## src/rtl/aoi_gate_bank.sv

```systemverilog
// Bank of AND-OR(-INVERT) gates with a pipelined propagation delay and a
// per-channel persistence filter that suppresses pulses shorter than FILTER+1 cycles.
module aoi_gate_bank #(
    parameter int CHANNELS = 2,
    parameter int GROUPS   = 2,
    parameter int WIDTH    = 2,
    parameter int DELAY    = 1,
    parameter int FILTER   = 2
) (
    input  logic                               clk,
    input  logic                               reset,
    input  logic [CHANNELS*GROUPS*WIDTH-1:0]   in,
    input  logic [CHANNELS*GROUPS-1:0]         group_en,
    input  logic [CHANNELS-1:0]                expander,
    input  logic                               invert,
    input  logic                               hold,
    output logic [CHANNELS-1:0]                y,
    output logic [CHANNELS-1:0]                y_change
);

    localparam int CW = (FILTER < 1) ? 1 : $clog2(FILTER + 1);
    localparam logic [CW-1:0] FILTER_MAX = CW'(FILTER);

    logic [CHANNELS*GROUPS-1:0] term;
    logic [CHANNELS-1:0]        raw;

    logic [CHANNELS-1:0] pipe_q [DELAY];
    logic [CHANNELS-1:0] pipe_d [DELAY];
    logic [CHANNELS-1:0] p;

    logic [CW-1:0]       cnt_q [CHANNELS];
    logic [CW-1:0]       cnt_d [CHANNELS];
    logic [CHANNELS-1:0] y_q;
    logic [CHANNELS-1:0] y_d;
    logic [CHANNELS-1:0] chg_q;
    logic [CHANNELS-1:0] chg_d;

    genvar gi, gj;
    generate
        for (gi = 0; gi < CHANNELS; gi++) begin : g_chan
            for (gj = 0; gj < GROUPS; gj++) begin : g_group
                assign term[gi*GROUPS+gj] = group_en[gi*GROUPS+gj]
                                          & (&in[(gi*GROUPS+gj)*WIDTH +: WIDTH]);
            end
            assign raw[gi] = ((|term[gi*GROUPS +: GROUPS]) | expander[gi]) ^ invert;
        end

        for (gi = 0; gi < DELAY; gi++) begin : g_stage
            if (gi == 0) begin : g_first
                assign pipe_d[gi] = raw;
            end else begin : g_rest
                assign pipe_d[gi] = pipe_q[gi-1];
            end
        end
    endgenerate

    assign p = pipe_q[DELAY-1];

    // A mismatch must survive FILTER+1 consecutive edges; any match or hold restarts the count.
    always_comb begin
        y_d   = y_q;
        chg_d = '0;
        for (int c = 0; c < CHANNELS; c++) begin
            cnt_d[c] = '0;
            if (!hold && (p[c] != y_q[c])) begin
                if (cnt_q[c] == FILTER_MAX) begin
                    y_d[c]   = p[c];
                    chg_d[c] = 1'b1;
                end else begin
                    cnt_d[c] = cnt_q[c] + CW'(1);
                end
            end
        end
    end

    always_ff @(posedge clk) begin
        if (reset) begin
            for (int i = 0; i < DELAY; i++) pipe_q[i] <= '1;
            for (int c = 0; c < CHANNELS; c++) cnt_q[c] <= '0;
            y_q   <= '1;
            chg_q <= '0;
        end else begin
            for (int i = 0; i < DELAY; i++) pipe_q[i] <= pipe_d[i];
            for (int c = 0; c < CHANNELS; c++) cnt_q[c] <= cnt_d[c];
            y_q   <= y_d;
            chg_q <= chg_d;
        end
    end

    assign y        = y_q;
    assign y_change = chg_q;

endmodule

```

## config.mk

```make
export PLATFORM = sky130hd
export DESIGN_NAME = aoi_gate_bank
export DESIGN_NICKNAME = d
export VERILOG_FILES = /design/src/rtl/aoi_gate_bank.sv
export SDC_FILE = /design/constraint.sdc
export NUM_CORES = 1
export LEC_CHECK = 0
export ABC_AREA = 1
export BUFFER_PORTS_ARGS = -buffer_cell sky130_fd_sc_hd__buf_2
export CAP_MARGIN = 15
export CORE_AREA = 2 2 39 41
export DETAILED_ROUTE_END_ITERATION = 8
export DIE_AREA = 0 0 41 43
export HOLD_SLACK_MARGIN = 0.02
export SYNTH_ARGS = -nofsm -noshare
export SYNTH_HDL_FRONTEND = slang
export SYNTH_SLANG_ARGS = --single-unit
```

## constraint.sdc

```tcl
create_clock -name clk -period 2.34 [get_ports clk]
set_input_delay 0.585 -clock clk [delete_from_list [all_inputs] [get_ports clk]]
set_output_delay 0.585 -clock clk [all_outputs]
set_load 0.005 [all_outputs]
```

Word level (Yosys, flattened, before mapping)
Memories as Yosys holds them, arrays and structs flattened.
Cells that the tools add are included.
{ "totals": {"reg_bits": 4, "ram_bits": 6, "elab_cells": 51, "mem_count": 2} }
{ "op_classes": {"n_addsub": 2, "n_eq_ne": 4, "muxes": 13, "bitwise_logic": 12, "n_reduce_logical": 14} }
{ "memory_table": {"columns": ["name", "words", "width", "rd", "rd_clocked_by_memory_dff", "write_ports", "line_no", "rtl"], "rows": [
  ["cnt_q", 2, 2, 2, 0, 2, "31", "logic [CW-1:0] cnt_q [CHANNELS];"],
  ["pipe_q", 1, 2, 1, 0, 1, "27", "logic [CHANNELS-1:0] pipe_q [DELAY];"]
]} }
{ "op_table": {"columns": ["operator", "n"], "rows": [
  ["two-way mux 2 bit", 7],
  ["AND reduction 2 bit", 6],
  ["OR reduction 2 bit", 5],
  ["two-way mux 1 bit", 6],
  ["adder 2 x 1 -> 2 bit (second input constant)", 2],
  ["AND 1 bit", 4],
  ["equality test 2 bit (second input constant)", 2],
  ["OR 1 bit", 4],
  ["logical AND 1 bit", 2],
  ["!= test 1 bit", 2],
  ["inverter 1 bit", 2],
  ["XOR 1 bit", 2],
  ["zero test 1 bit", 1]
]} }

Logic depth before layout (Yosys ltp)
{ "logic_depth": {"word_depth": 6, "depth_mapped": 5, "ltp_nobuf": 5} }

Worst setup path before layout
No wires, ideal clock.
{ "synth_path": {"kind": "input port to flip-flop", "start": "input hold", "end": "memory cnt_q[0][1] in the netlist's numbering", "setup_ps": 64, "arrival_time_ps": 939, "required_ps": 2276, "setup_slack_ps": 1337, "cell_stages": 5, "n_path_buf": 0, "path_cell_list": "inv_2 nand2_2 nor2_2 nand3_2 nor2_1"} }
{ "synth_lines": {"columns": ["element", "line_no", "rtl"], "rows": [
  ["start, declared", "16", "input logic hold,"],
  ["end, declared", "31", null]
]} }

Worst setup path after layout
{ "layout_path": {"start": "register y_q[0] (netlist: y[0])", "end": "output y[0]"} }
{ "layout_lines": {"columns": ["element", "line_no", "rtl"], "rows": [
  ["start, declared", "33", "logic [CHANNELS-1:0] y_q;"],
  ["start signal, assigned", "85", "y_q <= y_d;"],
  ["end, declared", "17", "output logic [CHANNELS-1:0] y,"]
]} }
No word-level cell between the ends.

==> summary.md <==
| Metric | Value |
|---|---|
| Core ar. | 1380 um^2 |
| Vias/cell | 4.64 |
| Max Fanout on Critical Path | 5 |
| Layout Nets | 109 |
| RSZ-0062 raised after global routing | no |
| Power Dens Cells | 583 nW/um^2 |
| Critical path startpoint category | register |
| Max Slew Vio Count | 0 |
| # hold bufs at CTS | 0 |
| Synth area leaders | dfxtp_1 42%, nand3_1 11%, inv_1 8.8% |
| Data required, critical path | 1.75 ns |
| Max Root-Sink Buffers | 2 |
| Starting density of the core | 34.1% |
| Setup bufs post-CTS | 0 |
| CTS buffer count | 3 |
| Post-Synthesis Cell Area | 472 um^2 |
| Max Fclk | 0.729 GHz |
| Root Buffer | clkbuf_4 |
| #FFs+latches synth | 10 |
| IO Pins | 22 |
| Cell taking the most area after synthesis | dfxtp_1 |
| Area after DPL | 597 um^2 |
| Layout cells sized above 1 | 37.5% |
| Synth Warn # | 0 |
| GRT Util Overall | 11.3% |
| Initial DRT Pass Iterations | 5 |
| Syn_nets | 83 |
| Avg WL per Cell | 8.31 um |
| Slew headroom | 85.4% |
| Delay-heaviest family, CP | flip-flops |
| Fin crit period | 1.37 ns |
| HP Class | reg2reg |
| Status | completed |
| CTS tree | built |
| Initial antenna violation count | 0 |
| Post-route cell area | 633 um^2 |
| Top cell type's share of synthesized area | 42.4% |
| Layout Skew | 0.00129 ns |
| Vias in the first global route | 346 |
| Crit path capture type | primary output |
| Post-synthesis sequential area ratio | 42.4% |
| Crit path buf inv count | 1 |
| Slew @ Worst Pin | 0.218 ns |
| Routed via count | 483 |
| Clk Latency, worst-skew pair | 0.26 ns |
| Crit path kind | reg2out |
| Resized cells post-CTS | 0 |
| Synth-to-Final Area Change | 34.2% |
| Gpl congestion | 0.629 |
| Clk pin slew, worst setup/hold paths | 0.07 ns |
| Max-Cap Viols | 0 |
| H-tree depth | 1 |
| Synthesized area per cell | 7.49 um^2 |
| GR Overflow Total | 0 |
| Final TNS setup | 0 ns |
| CTS sink cnt | 10 |
| DRC viols | 0 |
| Crit path arrival time | 0.79 ns |
| Slowest CP cell | dfxtp_1 |
| P_leak | 0.336 nW |
| Hold Vio Cnt, Final | 0 |
| First-pass GRT wire length | 1310 um |
| Starting DRT DRC Count | 14 |
| IO Port Bufs | 21 |
| Hpwl dp | 719 um |
| Commonest non-fill, non-tap cell in the layout | buf_2 |
| Die ar. | 1760 um^2 |
| DP Worst Slack | 1.16 ns |
| Syn Inst Count | 63 |
| Die width | 41 um |
| Largest net degree at the start of global routing | 7 |
| Final worst setup slack | 0.968 ns |
| Routed WL | 864 um |
| Most frequent cells in the layout | 21 x buf_2, 11 x inv_1, 10 x nand3_1, 10 x dfxtp_1, 8 x nand2_1 |
| Tcrit/Tclk final | 58.6% |
| Critical Path Max Stage Delay | 0.39 ns |
| Critical-path cell list | buf_2 |
| # setup viols final | 0 |
| Final ANT Viol Nets | 0 |
| Max IR drop VDD | 0.000195 V |
| Diode count | 0 |
| FP Rows | 14 |
| Library cells used by synthesis | 12 |
| Die height | 43 um |
## flip-flops by register name, indices dropped and copies added (netlist names)
name      flops
cnt_q         4
y_change      2
pipe_q        2
y             2
## stage by stage
| step | power, W | std cells | utilization (%) | hold slack [ns] |
|---|---|---|---|---|
| after detailed placement | 0.000219 | 100 | 43.1 | 0.403 |
| after global routing | 0.000392 | 104 | 45.8 | 0.438 |
| final | 0.000369 | 104 | 45.8 | 0.408 |
| after global placement | 0.000218 | 100 | 43.1 | 0.400 |
| after floorplan | 0.000201 | 63 | - | 0.390 |
| after CTS | 0.000375 | 104 | 45.8 | 0.413 |
## cells in the mapped netlist
library cell and count:
inv_1 11, dfxtp_1 10, nand3_1 10, nand2_1 8, nand4_1 6, nor2_1 6, ha_1 2, inv_2 2
nand2_2 2, nand3_2 2, nor2_2 2, nor4_1 2
## cell families after synthesis
logic type | after synthesis | synth area share [%]
adder cells (fa/ha/maj) | 2 | 5.30
flip-flops | 10 | 42.4
buffers and inverters | 13 | 10.3
AND/OR/NAND/NOR | 38 | 41.9
## worst paths after layout
check	from	end	slack, ns	cells past startpoint
setup / recovery	y[0]$_SDFFE_PP1P_	y[0]	0.97	1
hold / removal	cnt_q[0][2]$_SDFF_PP0_	cnt_q[0][2]$_SDFF_PP0_	0.41	1
setup reg to reg	cnt_q[0][0]$_SDFF_PP0_	y_change[0]$_SDFF_PP0_	1.39	4
hold reg to reg	cnt_q[0][2]$_SDFF_PP0_	cnt_q[0][2]$_SDFF_PP0_	0.41	1
## where the power goes
part / internal (W) / switching [W]
combinational: 0.0000180 / 0.0000189
sequential: 0.000174 / 0.00000312
clock: 0.0000945 / 0.0000604
## layout make-up
type	count	area, um^2
flip-flops and latches	10	200
fillers	151	751
well taps	16	20.0
repair buffers	21	105
inverters	13	48.8
clock buffers	4	36.3
multi-input cells	40	223
## layer usage
layer	GRT usage, %	vias up	share of wire, %
met5	0	-	0
met4	10.0	0	3.9
met3	3.14	4	6.9
met2	15.3	20	44
met1	13.6	201	45
li1	-	258	-
No activity file was read; power rests on OpenSTA's default activity.
